`config.mk`:
```
export PLATFORM = sky130hd
export DESIGN_NAME = hazard_control_unit
export DESIGN_NICKNAME = d
export VERILOG_FILES = /design/src/rtl/hazard_control_unit_pkg.sv /design/src/rtl/hazard_countdown.sv /design/src/rtl/hazard_control_unit.sv
export SDC_FILE = /design/constraint.sdc
export NUM_CORES = 1
export LEC_CHECK = 0
export ABC_CLOCK_PERIOD_IN_PS = 2250
export CAP_MARGIN = 30
export CORE_AREA = 2 2 39 41
export DETAILED_ROUTE_END_ITERATION = 8
export DIE_AREA = 0 0 41 43
export PLACE_DENSITY = 0.6
export SLEW_MARGIN = 30
export SYNTH_ARGS = -nofsm -noshare
export SYNTH_HDL_FRONTEND = slang
export SYNTH_SLANG_ARGS = --single-unit
```
`constraint.sdc`:
```
create_clock -name clk -period 2.25 [get_ports clk]
set_clock_uncertainty 0.2 [all_clocks]
set_input_delay 0.675 -clock clk [delete_from_list [all_inputs] [get_ports clk]]
set_output_delay 0.675 -clock clk [all_outputs]
set_load 0.02 [all_outputs]
```
`src/rtl/hazard_control_unit_pkg.sv`:
```
// Shared definitions for the hazard controller: FSM state encodings,
// output patterns {ctrl_zero, ifid_stall, pc_stall, flush} and a sizing helper.
package hazard_control_unit_pkg;

  localparam logic [1:0] HZ_IDLE   = 2'd0;
  localparam logic [1:0] HZ_LSTALL = 2'd1;
  localparam logic [1:0] HZ_FLUSH  = 2'd2;

  localparam logic [3:0] HZ_OUT_STALL = 4'b1110;
  localparam logic [3:0] HZ_OUT_FLUSH = 4'b1101;
  localparam logic [3:0] HZ_OUT_NONE  = 4'b0000;

  function automatic int hz_max(input int a, input int b);
    return (a > b) ? a : b;
  endfunction

endpackage

```
`src/rtl/hazard_countdown.sv`:
```
// Loadable down-counter that holds the remaining stall/flush cycles.
// Decrement stops at zero; zero flag is combinational.
module hazard_countdown #(
  parameter int W = 2
) (
  input  logic         clk,
  input  logic         rst_n,
  input  logic         load,
  input  logic [W-1:0] value,
  input  logic         dec,
  output logic         zero
);

  logic [W-1:0] cnt;

  always_ff @(posedge clk or negedge rst_n) begin
    if (!rst_n) begin
      cnt <= '0;
    end else if (load) begin
      cnt <= value;
    end else if (dec && (cnt != '0)) begin
      cnt <= cnt - 1'b1;
    end
  end

  assign zero = (cnt == '0);

endmodule

```
`src/rtl/hazard_control_unit.sv`:
```
// Load-use / redirect hazard controller with multi-cycle stall and flush hold.
// Optional perf counters enabled by defining HAZARD_PERF_CNT_EN.
//
// state      | meaning
// HZ_IDLE    | no hazard in progress; detect load-use and redirects
// HZ_LSTALL  | holding a load-use stall beyond its first cycle
// HZ_FLUSH   | holding a redirect flush beyond its first cycle
module hazard_control_unit
  import hazard_control_unit_pkg::*;
#(
  parameter int REG_ADDR_W        = 5,
  parameter int LOAD_STALL_CYCLES = 1,
  parameter int FLUSH_CYCLES      = 1
`ifdef HAZARD_PERF_CNT_EN
  , parameter int PERF_CNT_W      = 32
`endif
) (
  input  logic                  clk,
  input  logic                  reset,
  input  logic                  mem_read_idex_i,
  input  logic [REG_ADDR_W-1:0] rt_idex_i,
  input  logic [REG_ADDR_W-1:0] rs_ifid_i,
  input  logic [REG_ADDR_W-1:0] rt_ifid_i,
  input  logic                  rs_used_i,
  input  logic                  rt_used_i,
  input  logic                  branch_i,
  input  logic                  jmp_i,
  input  logic                  topc_i,
  output logic                  pc_stall_o,
  output logic                  ifid_stall_o,
  output logic                  ctrl_zero_o,
  output logic                  flush_o
`ifdef HAZARD_PERF_CNT_EN
  , output logic [PERF_CNT_W-1:0] stall_cnt_o
  , output logic [PERF_CNT_W-1:0] flush_cnt_o
`endif
);

  localparam int CNT_W = $clog2(hz_max(LOAD_STALL_CYCLES, FLUSH_CYCLES)) + 1;
  // Counter holds the cycles still to go after the current one, hence the -2.
  localparam logic [CNT_W-1:0] LS_RELOAD =
    CNT_W'((LOAD_STALL_CYCLES > 1) ? LOAD_STALL_CYCLES - 2 : 0);
  localparam logic [CNT_W-1:0] FL_RELOAD =
    CNT_W'((FLUSH_CYCLES > 1) ? FLUSH_CYCLES - 2 : 0);

  logic [1:0]       state, state_nxt;
  logic [3:0]       hz_out;
  logic             ld_hz, redir;
  logic             cnt_load, cnt_dec, cnt_zero;
  logic [CNT_W-1:0] cnt_val;

  assign ld_hz = mem_read_idex_i && (rt_idex_i != '0) &&
                 ((rs_used_i && (rt_idex_i == rs_ifid_i)) ||
                  (rt_used_i && (rt_idex_i == rt_ifid_i)));
  assign redir = branch_i || jmp_i || topc_i;

  // A redirect wins in every state; it restarts the flush window.
  always_comb begin
    state_nxt = state;
    hz_out    = HZ_OUT_NONE;
    cnt_load  = 1'b0;
    cnt_val   = '0;
    cnt_dec   = 1'b0;
    if (redir) begin
      hz_out = HZ_OUT_FLUSH;
      if (FLUSH_CYCLES > 1) begin
        state_nxt = HZ_FLUSH;
        cnt_load  = 1'b1;
        cnt_val   = FL_RELOAD;
      end else begin
        state_nxt = HZ_IDLE;
      end
    end else begin
      case (state)
        HZ_LSTALL, HZ_FLUSH: begin
          hz_out = (state == HZ_LSTALL) ? HZ_OUT_STALL : HZ_OUT_FLUSH;
          if (cnt_zero) state_nxt = HZ_IDLE;
          else          cnt_dec   = 1'b1;
        end
        default: begin
          if (ld_hz) begin
            hz_out = HZ_OUT_STALL;
            if (LOAD_STALL_CYCLES > 1) begin
              state_nxt = HZ_LSTALL;
              cnt_load  = 1'b1;
              cnt_val   = LS_RELOAD;
            end
          end
        end
      endcase
    end
  end

  always_ff @(posedge clk or negedge reset) begin
    if (!reset) state <= HZ_IDLE;
    else        state <= state_nxt;
  end

  hazard_countdown #(.W(CNT_W)) u_countdown (
    .clk   (clk),
    .rst_n (reset),
    .load  (cnt_load),
    .value (cnt_val),
    .dec   (cnt_dec),
    .zero  (cnt_zero)
  );

  // Outputs are squashed while reset is held, not just after the next edge.
  assign {ctrl_zero_o, ifid_stall_o, pc_stall_o, flush_o} = reset ? hz_out : HZ_OUT_NONE;

`ifdef HAZARD_PERF_CNT_EN
  always_ff @(posedge clk or negedge reset) begin
    if (!reset) begin
      stall_cnt_o <= '0;
      flush_cnt_o <= '0;
    end else begin
      if (pc_stall_o && (stall_cnt_o != '1)) stall_cnt_o <= stall_cnt_o + 1'b1;
      if (flush_o && (flush_cnt_o != '1))    flush_cnt_o <= flush_cnt_o + 1'b1;
    end
  end
`endif

endmodule
```
* Word-level counts from Yosys, hierarchy flattened *
Cells that the tools add are included.

storage, ports and cells
  flip-flop bits (word level) = 3
  output and inout bits = 4
  bits of input ports = 23

cells by class
  add/sub/neg operators = 1
  eq/ne operators = 5
  muxes and demuxes = 11
  reductions and logical operators = 12

operators by type and width
  kind                   number
  $mux W4                4
  $eq A5 B5 Y1           2
  $mux W2                4
  $logic_and A1 B1 Y1    5
  $reduce_bool A5 Y1     1
  $logic_or A1 B1 Y1     3
  $mux W1                3
  $eq A2 B1 Y1 const B   1
  $eq A2 B2 Y1 const B   1
  $ne A2 B2 Y1 const B   1
  $reduce_and A2 Y1      1
  $reduce_bool A2 Y1     1
  $reduce_or A2 Y1       1
  $sub A1 B1 Y1 const B  1

* Longest topological paths before layout *
  depth after elaboration = 8
  gate-level depth with buffers = 5
  mapped depth without buffers = 4

* Worst setup path after synthesis *
No wires, ideal clock.

  path kind = input-to-output
  from = input port rs_ifid_i[3]
  to = output port ifid_stall_o
  arrival = 1.844 ns
  required time = 1.375 ns
  stages = 5
  setup slack = -0.469 ns
  path buffers = 1
  cells stage by stage = xor2_1 -> nor4_1 -> a32oi_1 -> o21bai_1 -> buf_4

on the way
  word-level cells in the longest chain between the ends = 8

ends and longest elaborated chain
  item                 RTL line                    source
  from (decl)          hazard_control_unit.sv:22   input logic [REG_ADDR_W-1:0] rs_ifid_i,
  $eq A5 B5 Y1         hazard_control_unit.sv:53   ((rs_used_i && (rt_idex_i == rs_ifid_i)) ||
  $logic_and A1 B1 Y1  hazard_control_unit.sv:53
  $logic_or A1 B1 Y1   hazard_control_unit.sv:53
  $logic_and A1 B1 Y1  hazard_control_unit.sv:52   assign ld_hz = mem_read_idex_i && (rt_idex_i != '0) &&
  $mux W4              hazard_control_unit.sv:81   if (ld_hz) begin
  $mux W4              hazard_control_unit.sv:74   case (state)
  $mux W4              hazard_control_unit.sv:64   if (redir) begin
  $mux W4              hazard_control_unit.sv:109  assign {ctrl_zero_o, ifid_stall_o, pc_stall_o, flush_o} = reset ? hz_out : HZ_OUT_NONE;
  to (decl)            hazard_control_unit.sv:30   output logic ifid_stall_o,

Every way passes these cells.

* Final worst setup path *
  from = input port rt_idex_i[3]
  to = output port pc_stall_o

on the way
  word-level cells in the longest chain between the ends = 8

ends and longest elaborated chain
  item                                           RTL line                                              source
  from (decl)                                    hazard_control_unit.sv:21                             input logic [REG_ADDR_W-1:0] rt_idex_i,
  $eq A5 B5 Y1, on equally long branches         hazard_control_unit.sv:53, hazard_control_unit.sv:54
  $logic_and A1 B1 Y1, on equally long branches  hazard_control_unit.sv:53, hazard_control_unit.sv:54
  $logic_or A1 B1 Y1                             hazard_control_unit.sv:53
  $logic_and A1 B1 Y1 *                          hazard_control_unit.sv:52
  $mux W4 *                                      hazard_control_unit.sv:81
  $mux W4 *                                      hazard_control_unit.sv:74
  $mux W4 *                                      hazard_control_unit.sv:64
  $mux W4 *                                      hazard_control_unit.sv:109
  to (decl)                                      hazard_control_unit.sv:29                             output logic pc_stall_o,

Every way passes the cells marked *; elsewhere a longest branch is shown, timed or not.

==> impl_summary.md <==
Status
The run finished, with violations left. The checks that failed: setup timing.

Synthesis
Counting every instance in the synthesized netlist gives 21. The number of nets in the synthesized netlist is 44. In the post-synthesis netlist, the biggest area contributors are sky130_fd_sc_hd__xor2_1, sky130_fd_sc_hd__xnor2_1, sky130_fd_sc_hd__nor4_1. The distinct cell type count after synthesis is 12.

The number of synthesis warnings is 0. The proportion of netlist area held by the largest area contributor is 0.4179. The synthesized cell area is 167.7 um2. sky130_fd_sc_hd__xor2_1 takes more of the synthesized area than any other cell. For this run, the register share of the synthesized area comes to 0. The average instance in the mapped netlist occupies 7.984 um2.

Run
Max-cap violations in this run came to 0.

STA
The post-route worst setup slack is -0.5432 ns. The final count of pins violating max slew is 0. The highest achievable clock rate is 358.0 MHz. Setup violations remaining at the end of the flow were counted as 4. The final number of hold-violating endpoints is 0. The final critical delay including setup and external delays is 2.793 ns. In the finished design, the share of the clock period the worst path needs comes to 1.241. In this run the tightest slew margin relative to its limit is 0.8212. The slew at the pin closest to its max-slew limit is 0.2660 ns. Setup repair after global routing could not meet its margin everywhere.

Detailed routing
The total DRC errors in the routed layout is 0. Using the TritonRoute via totals, the vias-per-cell ratio works out to 4.014. The final wirelength is 617 um. For this run, the detailed router's first-pass iteration total came to 1. After the first detailed-routing iteration, the DRC count stood at 0. Once detail routing completed, the nets flagged for antenna violations numbered 0. Dividing the detail-routed wire length by the instance count gives 8.814 um. The routed via count is 281.

Power
The worst vdd rail ir drop is 0.06006 mV. The reported leakage power is 0.2441 nW. The total design power is 0.09255 mW. Dividing total power by cell area gives a power density of 172.4 nW/um2.

Placed design
The number of port buffers is 26. The pre-CTS setup slack is -1.324 ns. At the end of routability-driven placement, the weighted congestion stood at 0.6626. Once detailed placement completed, the half-perimeter wirelength came to 510.7 um.

Floorplanning
For this design the top-level I/O count stands at 27. The number of cell rows is 14. The placeable core region is 1384 um2. The floorplan step set the die width to 41 um. The area of the die is 1763 um2. The initial utilization of the core area, before any placement, comes to 0.1212.

The die is 43 um tall.

Global route
The maximum number of pins on one net before global-route repair is 4. The initial antenna violation count is 0. The residual overflow from global routing is 0. In the global route stage, overall resource usage came out at 0.08392. The first global-routing pass estimated 1083 um of wire.

The number of global-route vias before repair is 275.

Final layout
The area of combinational cells with multiple inputs is 216.5 um2. The area growth from synthesis to layout is 220.1%. Summing all flip-flop and latch instances after layout gives 0 um2. At the end of the flow, the number of nets in the layout was 79. Of the cells placed in the final design, the portion with a size suffix greater than 1 is 0.5741. Sequential cells placed in the final layout were counted as 0. Counting the fill cells in the layout gives 161. The number of clock-tree buffers in the layout is 0. 0 antenna diodes ended up in the layout.

Critical path
STA classifies the critical path startpoint as an input port. The worst setup path is of the input port to output port kind. In this run the worst path has a maximum fanout of 2. The launch point of the worst path is rt_idex_i[3].

The critical path endpoint category is an output port. Data on the critical path is required at its endpoint by 1.37 ns. The data arrival time of the worst path is 1.92 ns.

Worst hold path
The path with the worst hold slack has its endpoint at pc_stall_o. The cell depth of the worst min-delay path is 5. The beginning of the worst hold path is topc_i. The path class of the tightest hold or removal check is input port to output port.

Clock network
Hold repair after CTS inserted 0 buffers.
critical path, cell delays in order:
cell,delay [ns]
sky130_fd_sc_hd__buf_6,0.09
sky130_fd_sc_hd__buf_6,0.10
sky130_fd_sc_hd__or4_4,0.49
sky130_fd_sc_hd__o211ai_4,0.24
sky130_fd_sc_hd__buf_6,0.13
sky130_fd_sc_hd__nor3_2,0.03
sky130_fd_sc_hd__buf_4,0.16
metal layers:
layer | track usage | routed length (um) | vias to the layer above
met3 | 0.005236 | 60 | 0
met1 | 0.1108 | 218 | 123
met4 | 0 | 0 | 0
met5 | 0 | 0 | -
met2 | 0.1500 | 338 | 16
li1 | - | - | 142
worst max path at each step:
stage                         endpoint  slack (ns)  depth (start not counted)
after floorplan           ifid_stall_o       -0.34                          4
after global placement      pc_stall_o       -1.30                          6
after detailed placement    pc_stall_o       -1.32                          6
after CTS                   pc_stall_o       -0.57                          7
after global routing        pc_stall_o       -0.59                          7
final                       pc_stall_o       -0.54                          7
report_power, final:
part / internal (mW) / leakage, nW / total (mW) / switching, mW
clock: 0 / 0 / 0 / 0
sequential: 0 / 0 / 0 / 0
combinational: 0.0581 / 0.244 / 0.0926 / 0.0344
area by class of cell:
type	count	share of cell area
repair buffers	34	0.5594
multi-input cells	20	0.4033
well taps	16	0.03730
synth_stat cells (all sizes together):
master,n
or3,1
or4,1
nor4,2
and2,2
a32oi,1
buf,1
xor2,8
o21bai,1
nor3,1
o211ai,1
xnor2,2
cells by family after synthesis:
logic type / share of synthesized area
buf+inv: 0.04479
compound gates: 0.1717
xor+xnor: 0.5224
simple gates: 0.2612
cell usage in the layout (no fill, tap or decap), drive strengths merged:
| master | count |
|---|---|
| buf | 17 |
| xor2 | 8 |
| clkbuf | 5 |
| clkdlybuf4s50 | 4 |
| clkdlybuf4s15 | 4 |
| dlygate4sd2 | 3 |
| nor4 | 2 |
| xnor2 | 2 |
| and2 | 2 |
| or3 | 1 |
| a32oi | 1 |
| or4 | 1 |
| o211ai | 1 |
| nor3 | 1 |
| o21bai | 1 |
| dlymetal6s2s | 1 |
timing repair:
| action | 4_1_cts | 5_1_grt |
|---|---|---|
| pin swaps | 11 | 13 |
| setup endpoints to repair | 4 | 4 |
| setup buffers | 5 | 0 |
| resized for setup | 66 | 12 |
metrics by stage:
stage                     utilization  setup TNS, ns  area (um2)  cells  hold WS [ns]
after floorplan                     -        -0.7933       200.2     21         1.296
after global placement         0.3553         -4.598       491.7     65         2.271
after detailed placement       0.3553         -4.663       491.7     65         2.278
after CTS                      0.3951         -1.765       546.8     70         1.590
after global routing           0.3879         -1.755       536.8     70         1.609
final                          0.3879         -1.599       536.8     70         1.581
Power figures use the tool's default switching activity.
